**src/rtl/pmem_arbiter_if.sv**
```systemverilog
// Bus bundle between the two caches, the arbiter and physical memory.
// The slave modport is the arbiter's view; master is the surrounding caches/memory.
interface pmem_arbiter_if #(
    parameter int ADDR_W = 16,
    parameter int LINE_W = 128
);
    logic              icache_read;
    logic [ADDR_W-1:0] icache_address;
    logic [LINE_W-1:0] icache_rdata;
    logic              icache_resp;

    logic              dcache_read;
    logic              dcache_write;
    logic [ADDR_W-1:0] dcache_address;
    logic [LINE_W-1:0] dcache_wdata;
    logic [LINE_W-1:0] dcache_rdata;
    logic              dcache_resp;

    logic              pmem_read;
    logic              pmem_write;
    logic [ADDR_W-1:0] pmem_address;
    logic [LINE_W-1:0] pmem_wdata;
    logic [LINE_W-1:0] pmem_rdata;
    logic              pmem_resp;

    logic [1:0]        arb_grant;

    modport slave (
        input  icache_read, icache_address,
        output icache_rdata, icache_resp,
        input  dcache_read, dcache_write, dcache_address, dcache_wdata,
        output dcache_rdata, dcache_resp,
        output pmem_read, pmem_write, pmem_address, pmem_wdata,
        input  pmem_rdata, pmem_resp,
        output arb_grant
    );

    modport master (
        output icache_read, icache_address,
        input  icache_rdata, icache_resp,
        output dcache_read, dcache_write, dcache_address, dcache_wdata,
        input  dcache_rdata, dcache_resp,
        input  pmem_read, pmem_write, pmem_address, pmem_wdata,
        output pmem_rdata, pmem_resp,
        input  arb_grant
    );
endinterface

```
**src/rtl/pmem_arbiter.sv**
```systemverilog
// Shares one physical-memory port between icache and dcache, holding each grant until pmem_resp.
// Define ARB_ROUND_ROBIN_EN to alternate the winner of simultaneous requests (default: dcache wins).
module pmem_arbiter #(
    parameter int ADDR_W = 16,
    parameter int LINE_W = 128
) (
    input logic           clk,
    input logic           reset,
    pmem_arbiter_if.slave bus
);
    typedef enum logic [1:0] {IDLE, GRANT_I, GRANT_D} state_t;

    state_t            state;
    logic [ADDR_W-1:0] addr_q;
    logic [LINE_W-1:0] wdata_q;
    logic              dcache_req;
    logic              pick_d;

    assign dcache_req = bus.dcache_read | bus.dcache_write;

`ifdef ARB_ROUND_ROBIN_EN
    logic last_d;  // priority register: 1 when the dcache owned the most recent grant
    assign pick_d = dcache_req & (~bus.icache_read | ~last_d);
`else
    assign pick_d = dcache_req;
`endif

    assign bus.pmem_address = addr_q;
    assign bus.pmem_wdata   = wdata_q;
    assign bus.icache_rdata = bus.pmem_rdata;
    assign bus.dcache_rdata = bus.pmem_rdata;
    // Responses are forwarded in the pmem_resp cycle itself, never while reset is abandoning an access.
    assign bus.icache_resp  = ~reset & bus.pmem_resp & (state == GRANT_I);
    assign bus.dcache_resp  = ~reset & bus.pmem_resp & (state == GRANT_D);

    // NOTE: all state uses <= so every register samples the same pre-edge values.
    always_ff @(posedge clk) begin
        if (reset) begin
            state          <= IDLE;
            addr_q         <= '0;
            wdata_q        <= '0;
            bus.pmem_read  <= 1'b0;
            bus.pmem_write <= 1'b0;
            bus.arb_grant  <= 2'b00;
`ifdef ARB_ROUND_ROBIN_EN
            last_d         <= 1'b0;
`endif
        end else begin
            unique case (state)
                IDLE: begin
                    if (pick_d) begin
                        // A read+write collision is resolved as a write-back.
                        state          <= GRANT_D;
                        addr_q         <= bus.dcache_address;
                        wdata_q        <= bus.dcache_wdata;
                        bus.pmem_write <= bus.dcache_write;
                        bus.pmem_read  <= ~bus.dcache_write;
                        bus.arb_grant  <= 2'b10;
`ifdef ARB_ROUND_ROBIN_EN
                        last_d         <= 1'b1;
`endif
                    end else if (bus.icache_read) begin
                        state          <= GRANT_I;
                        addr_q         <= bus.icache_address;
                        bus.pmem_read  <= 1'b1;
                        bus.pmem_write <= 1'b0;
                        bus.arb_grant  <= 2'b01;
`ifdef ARB_ROUND_ROBIN_EN
                        last_d         <= 1'b0;
`endif
                    end
                end
                GRANT_I, GRANT_D: begin
                    if (bus.pmem_resp) begin
                        state          <= IDLE;
                        bus.pmem_read  <= 1'b0;
                        bus.pmem_write <= 1'b0;
                        bus.arb_grant  <= 2'b00;
                    end
                end
                default: state <= IDLE;
            endcase
        end
    end

    a_dcache_rw_exclusive: assert property (@(posedge clk) disable iff (reset)
        !(bus.dcache_read && bus.dcache_write))
        else $error("pmem_arbiter: dcache_read and dcache_write asserted together");
endmodule

```
**src/flat_wrapper.sv**
```systemverilog
// flat-port wrapper written by rule: the top's interface ports become plain ports
module pmem_arbiter_flat 
#(
    parameter int ADDR_W = 16,
    parameter int LINE_W = 128
)
  (clk, reset, bus_icache_read, bus_icache_address, bus_icache_rdata, bus_icache_resp, bus_dcache_read, bus_dcache_write, bus_dcache_address, bus_dcache_wdata, bus_dcache_rdata, bus_dcache_resp, bus_pmem_read, bus_pmem_write, bus_pmem_address, bus_pmem_wdata, bus_pmem_rdata, bus_pmem_resp, bus_arb_grant);
  pmem_arbiter_if #(.ADDR_W(ADDR_W), .LINE_W(LINE_W)) bus_i ();
  input logic clk;
  input logic reset;
  input wire logic [$bits(bus_i.icache_read)-1:0] bus_icache_read;
  input wire logic [$bits(bus_i.icache_address)-1:0] bus_icache_address;
  output wire logic [$bits(bus_i.icache_rdata)-1:0] bus_icache_rdata;
  output wire logic [$bits(bus_i.icache_resp)-1:0] bus_icache_resp;
  input wire logic [$bits(bus_i.dcache_read)-1:0] bus_dcache_read;
  input wire logic [$bits(bus_i.dcache_write)-1:0] bus_dcache_write;
  input wire logic [$bits(bus_i.dcache_address)-1:0] bus_dcache_address;
  input wire logic [$bits(bus_i.dcache_wdata)-1:0] bus_dcache_wdata;
  output wire logic [$bits(bus_i.dcache_rdata)-1:0] bus_dcache_rdata;
  output wire logic [$bits(bus_i.dcache_resp)-1:0] bus_dcache_resp;
  output wire logic [$bits(bus_i.pmem_read)-1:0] bus_pmem_read;
  output wire logic [$bits(bus_i.pmem_write)-1:0] bus_pmem_write;
  output wire logic [$bits(bus_i.pmem_address)-1:0] bus_pmem_address;
  output wire logic [$bits(bus_i.pmem_wdata)-1:0] bus_pmem_wdata;
  input wire logic [$bits(bus_i.pmem_rdata)-1:0] bus_pmem_rdata;
  input wire logic [$bits(bus_i.pmem_resp)-1:0] bus_pmem_resp;
  output wire logic [$bits(bus_i.arb_grant)-1:0] bus_arb_grant;
  assign bus_i.icache_read = bus_icache_read;
  assign bus_i.icache_address = bus_icache_address;
  assign bus_icache_rdata = bus_i.icache_rdata;
  assign bus_icache_resp = bus_i.icache_resp;
  assign bus_i.dcache_read = bus_dcache_read;
  assign bus_i.dcache_write = bus_dcache_write;
  assign bus_i.dcache_address = bus_dcache_address;
  assign bus_i.dcache_wdata = bus_dcache_wdata;
  assign bus_dcache_rdata = bus_i.dcache_rdata;
  assign bus_dcache_resp = bus_i.dcache_resp;
  assign bus_pmem_read = bus_i.pmem_read;
  assign bus_pmem_write = bus_i.pmem_write;
  assign bus_pmem_address = bus_i.pmem_address;
  assign bus_pmem_wdata = bus_i.pmem_wdata;
  assign bus_i.pmem_rdata = bus_pmem_rdata;
  assign bus_i.pmem_resp = bus_pmem_resp;
  assign bus_arb_grant = bus_i.arb_grant;
  pmem_arbiter #(.ADDR_W(ADDR_W), .LINE_W(LINE_W)) u_core (.clk(clk), .reset(reset), .bus(bus_i));
endmodule
```
**config.mk**
```make
export PLATFORM = sky130hd
export DESIGN_NAME = pmem_arbiter_flat
export DESIGN_NICKNAME = d
export VERILOG_FILES = /design/src/rtl/pmem_arbiter_if.sv /design/src/rtl/pmem_arbiter.sv /design/src/flat_wrapper.sv
export SDC_FILE = /design/constraint.sdc
export NUM_CORES = 1
export LEC_CHECK = 0
export ABC_AREA = 0
export BUFFER_PORTS_ARGS = -buffer_cell sky130_fd_sc_hd__clkbuf_2
export CAP_MARGIN = 20
export CELL_PAD_IN_SITES_DETAIL_PLACEMENT = 0
export CELL_PAD_IN_SITES_GLOBAL_PLACEMENT = 2
export CORE_AREA = 5 5 271 273
export DETAILED_ROUTE_END_ITERATION = 8
export DIE_AREA = 0 0 276 278
export GPL_TIMING_DRIVEN = 0
export PLACE_DENSITY_LB_ADDON = 0.1
export SKIP_CTS_REPAIR_TIMING = 1
export SYNTH_ARGS = -nofsm -noshare
export SYNTH_HDL_FRONTEND = slang
export SYNTH_SLANG_ARGS = --single-unit
```
**constraint.sdc**
```tcl
create_clock -name clk -period 3.15 [get_ports clk]
set_clock_uncertainty 0.05 [all_clocks]
set_input_delay 0.315 -clock clk [delete_from_list [all_inputs] [get_ports clk]]
set_output_delay 0.315 -clock clk [all_outputs]
set_load 0.1 [all_outputs]
```
==> results.toml <==
[drt]
met2WireLength_mm = 21.1
wl_met1_mm = 14.5
top_layer_used = "met5"
dr.first_iter.drc_count = 197
ant_nets = 0
wl_met3_mm = 3.29
wire_per_inst_um = 15.4
dr.pass1.iters = 4
route.detailed.drc = 0
viasPerCell = 3.14
wl_mm = 39.5
dr_total_vias = 8015

[die]
die_area_um2 = 76700
dieHeight_um = 278
ioPinCount = 700
start_util_pct = 10.4
rows = 98
die_w_um = 276
core-area_um2 = 70900

[clock_network]
clk_pin_slew_ns = 0.07
clkLatencyLatePin_ns = 0.47
cts.sinks = 150
root_buffer = "clkbuf_16"
clk_path_buf_depth = 2
cts_buffers = 17
htree_levels = 4
cts_tree = "done"

[placement]
dp_slack_ns = 0.903
gp_congestion = 0.676
port_buffers = 569
hpwl_mm = 32.5

[power_and_ir_drop]
leakagePower_nw = 6.43
cellPowerDensity_nw_per_um2 = 666
ir_drop_mv = 0.220

[sta]
slew_violations = 0
setup_violations = 0
fin_setup_tns_ns = 0
min_period_over_period_pct = 69.1
hold_viol = 0
worst_slew_pin_slew_ns = 0.759
period_needed_ns = 2.18
rsz0062_at_grt = "false"
setup_slack_ns = 0.973
relSlewSlack_pct = 49.3
timing.fmax_ghz = 0.459

[hold_path]
min_from = "bus_dcache_wdata[58]"
worstHoldPathType = "input pin to register"

[grt]
grt_pass1_vias = 7970
antenna_found_initial = 5
grt_pass1_wl_mm = 56.0
grt-ovfl-total = 0
grt_max_degree = 17
track_usage_pct = 9.93

[worst_setup_path]
setup.worst_path.end = "bus_icache_resp"
arrival_ns = 1.81
reg2reg_depth = 7
start_kind = "input pin"
cp_max_fo = 10
r2r-end = "u_core.bus.pmem_wdata[107]"
cp_data_required_time_ns = 2.78
path_class = "input pin to output pin"
cp-end-kind = "output pin"
crit_start = "reset"
r2r-start = "u_core.state[0]"
r2r_slack_ns = 1.24

[synth]
ys_types = 29
ys_ff_latch = 150
syn_inst = 922
synth.yosys.seq_area_share_pct = 40.9
syn-cell-area_um2 = 7340
syn_nets = 1220
yosys_warnings = 0
syn_avg_cell_area_um2 = 7.97

[run]
cap_violations = 0

[cells_and_area]
layout-drive-gt1-share_pct = 55.4
seq_area_um2 = 3000
fill_cells = 8219
final_nets = 1887
syn_to_final_growth_pct = 73.3
multi_input_area_um2 = 2160

[status]
status = "completed"
synth_stat cells, drive strengths merged:
master	count	share of area [%]
a21oi	148	10
and3	2	0.17
buf	289	29
clkbuf	17	0.87
dfxtp	150	41
ha	4	0.68
inv	3	0.15
mux2i	16	2.2
nand2	259	13
nand2b	1	0.085
nand4b	1	0.12
nor2	2	0.20
nor2b	1	0.085
nor3	1	0.068
nor4b	1	0.20
o21a	1	0.10
o21ai	18	1.2
o311ai	3	0.36
o31a	1	0.12
o31ai	1	0.10
o41ai	2	0.34
or4	1	0.10
worst max-delay path, cell delays in order:
cell	delay [ns]
buf_2	0.21
inv_1	0.13
clkbuf_1	0.41
and3_1	0.24
clkbuf_2	0.49
flip-flops by register name, indices dropped and copies added, names as in the netlist:
signal / cells
u_core.bus.arb_grant: 2
u_core.bus.pmem_address: 16
u_core.bus.pmem_read: 1
u_core.bus.pmem_wdata: 128
u_core.bus.pmem_write: 1
u_core.state: 2
report_power, final:
| part | internal (mW) | switching [mW] | leakage (nW) |
|---|---|---|---|
| registers | 2.10 | 0.102 | 1.24 |
| clock network | 1.12 | 0.923 | 0.259 |
| logic | 0.763 | 3.47 | 4.93 |
| total | 3.98 | 4.50 | 6.43 |
per-layer routing:
metal	vias up	GRT usage, %
met5	-	0
met4	2	3.21
met3	32	4.11
met2	328	18.2
met1	3602	10.3
li1	4051	-
how the worst min path moves through the flow:
stage / depth (start not counted) / to / slack [ns]
after floorplan: 2 / u_core.bus.pmem_wdata[100] / 0.40
after global routing: 3 / u_core.bus.pmem_wdata[41] / 0.0002
after global placement: 2 / u_core.bus.pmem_wdata[44] / 0.39
final: 3 / u_core.bus.pmem_wdata[58] / 0.005
after CTS: 3 / u_core.bus.pmem_wdata[107] / -0.07
after detailed placement: 2 / u_core.bus.pmem_wdata[95] / 0.40
cells by family after synthesis:
| group | share of synthesized area (%) |
|---|---|
| fa+ha+maj | 0.681 |
| compound gates | 12.3 |
| simple gates | 14.3 |
| mux | 2.18 |
| buf+inv | 29.6 |
| flops | 40.9 |
cell type report:
| type | instances | share of cell area [%] |
|---|---|---|
| Sequential cell | 150 | 23.6 |
| Multi-Input combinational cell | 463 | 17.0 |
| Antenna cell | 4 | 0.0786 |
| Buffer | 306 | 17.0 |
| Clock inverter | 8 | 0.600 |
| Clock buffer | 23 | 3.68 |
| Inverter | 3 | 0.0885 |
| Timing Repair Buffer | 648 | 28.6 |
| Tap cell | 950 | 9.34 |
placed cells by master (no fill, tap or decap), types with 2 or more instances in the layout:
cell type | Yosys | final
o21ai_1 | 16 | 16
and3_1 | 2 | 2
dlygate4sd3_1 | 0 | 78
o311ai_1 | 2 | 2
buf_2 | 27 | 27
diode_2 | 0 | 4
o21ai_0 | 2 | 2
mux2i_1 | 16 | 16
clkinv_2 | 0 | 3
buf_6 | 2 | 2
a21oi_1 | 148 | 148
dfxtp_1 | 150 | 150
buf_1 | 2 | 2
ha_1 | 4 | 4
clkbuf_2 | 0 | 569
inv_1 | 3 | 3
clkbuf_8 | 0 | 2
buf_4 | 258 | 258
clkinvlp_4 | 0 | 3
clkbuf_16 | 0 | 17
nand2_1 | 259 | 259
clkbuf_1 | 17 | 21
metrics by stage:
stage | area (um^2) | power, mW | hold slack [ns] | util, % | cells
after floorplan | 7340 | 5.67 | 0.401 | - | 922
after global placement | 11400 | 6.48 | 0.393 | 16.1 | 2441
after detailed placement | 11400 | 6.47 | 0.396 | 16.1 | 2442
after CTS | 11900 | 8.64 | -0.0658 | 16.8 | 2473
after global routing | 12700 | 8.92 | 0.000153 | 18.0 | 2552
final | 12700 | 8.48 | 0.00539 | 18.0 | 2555
Power figures use the tool's default switching activity.
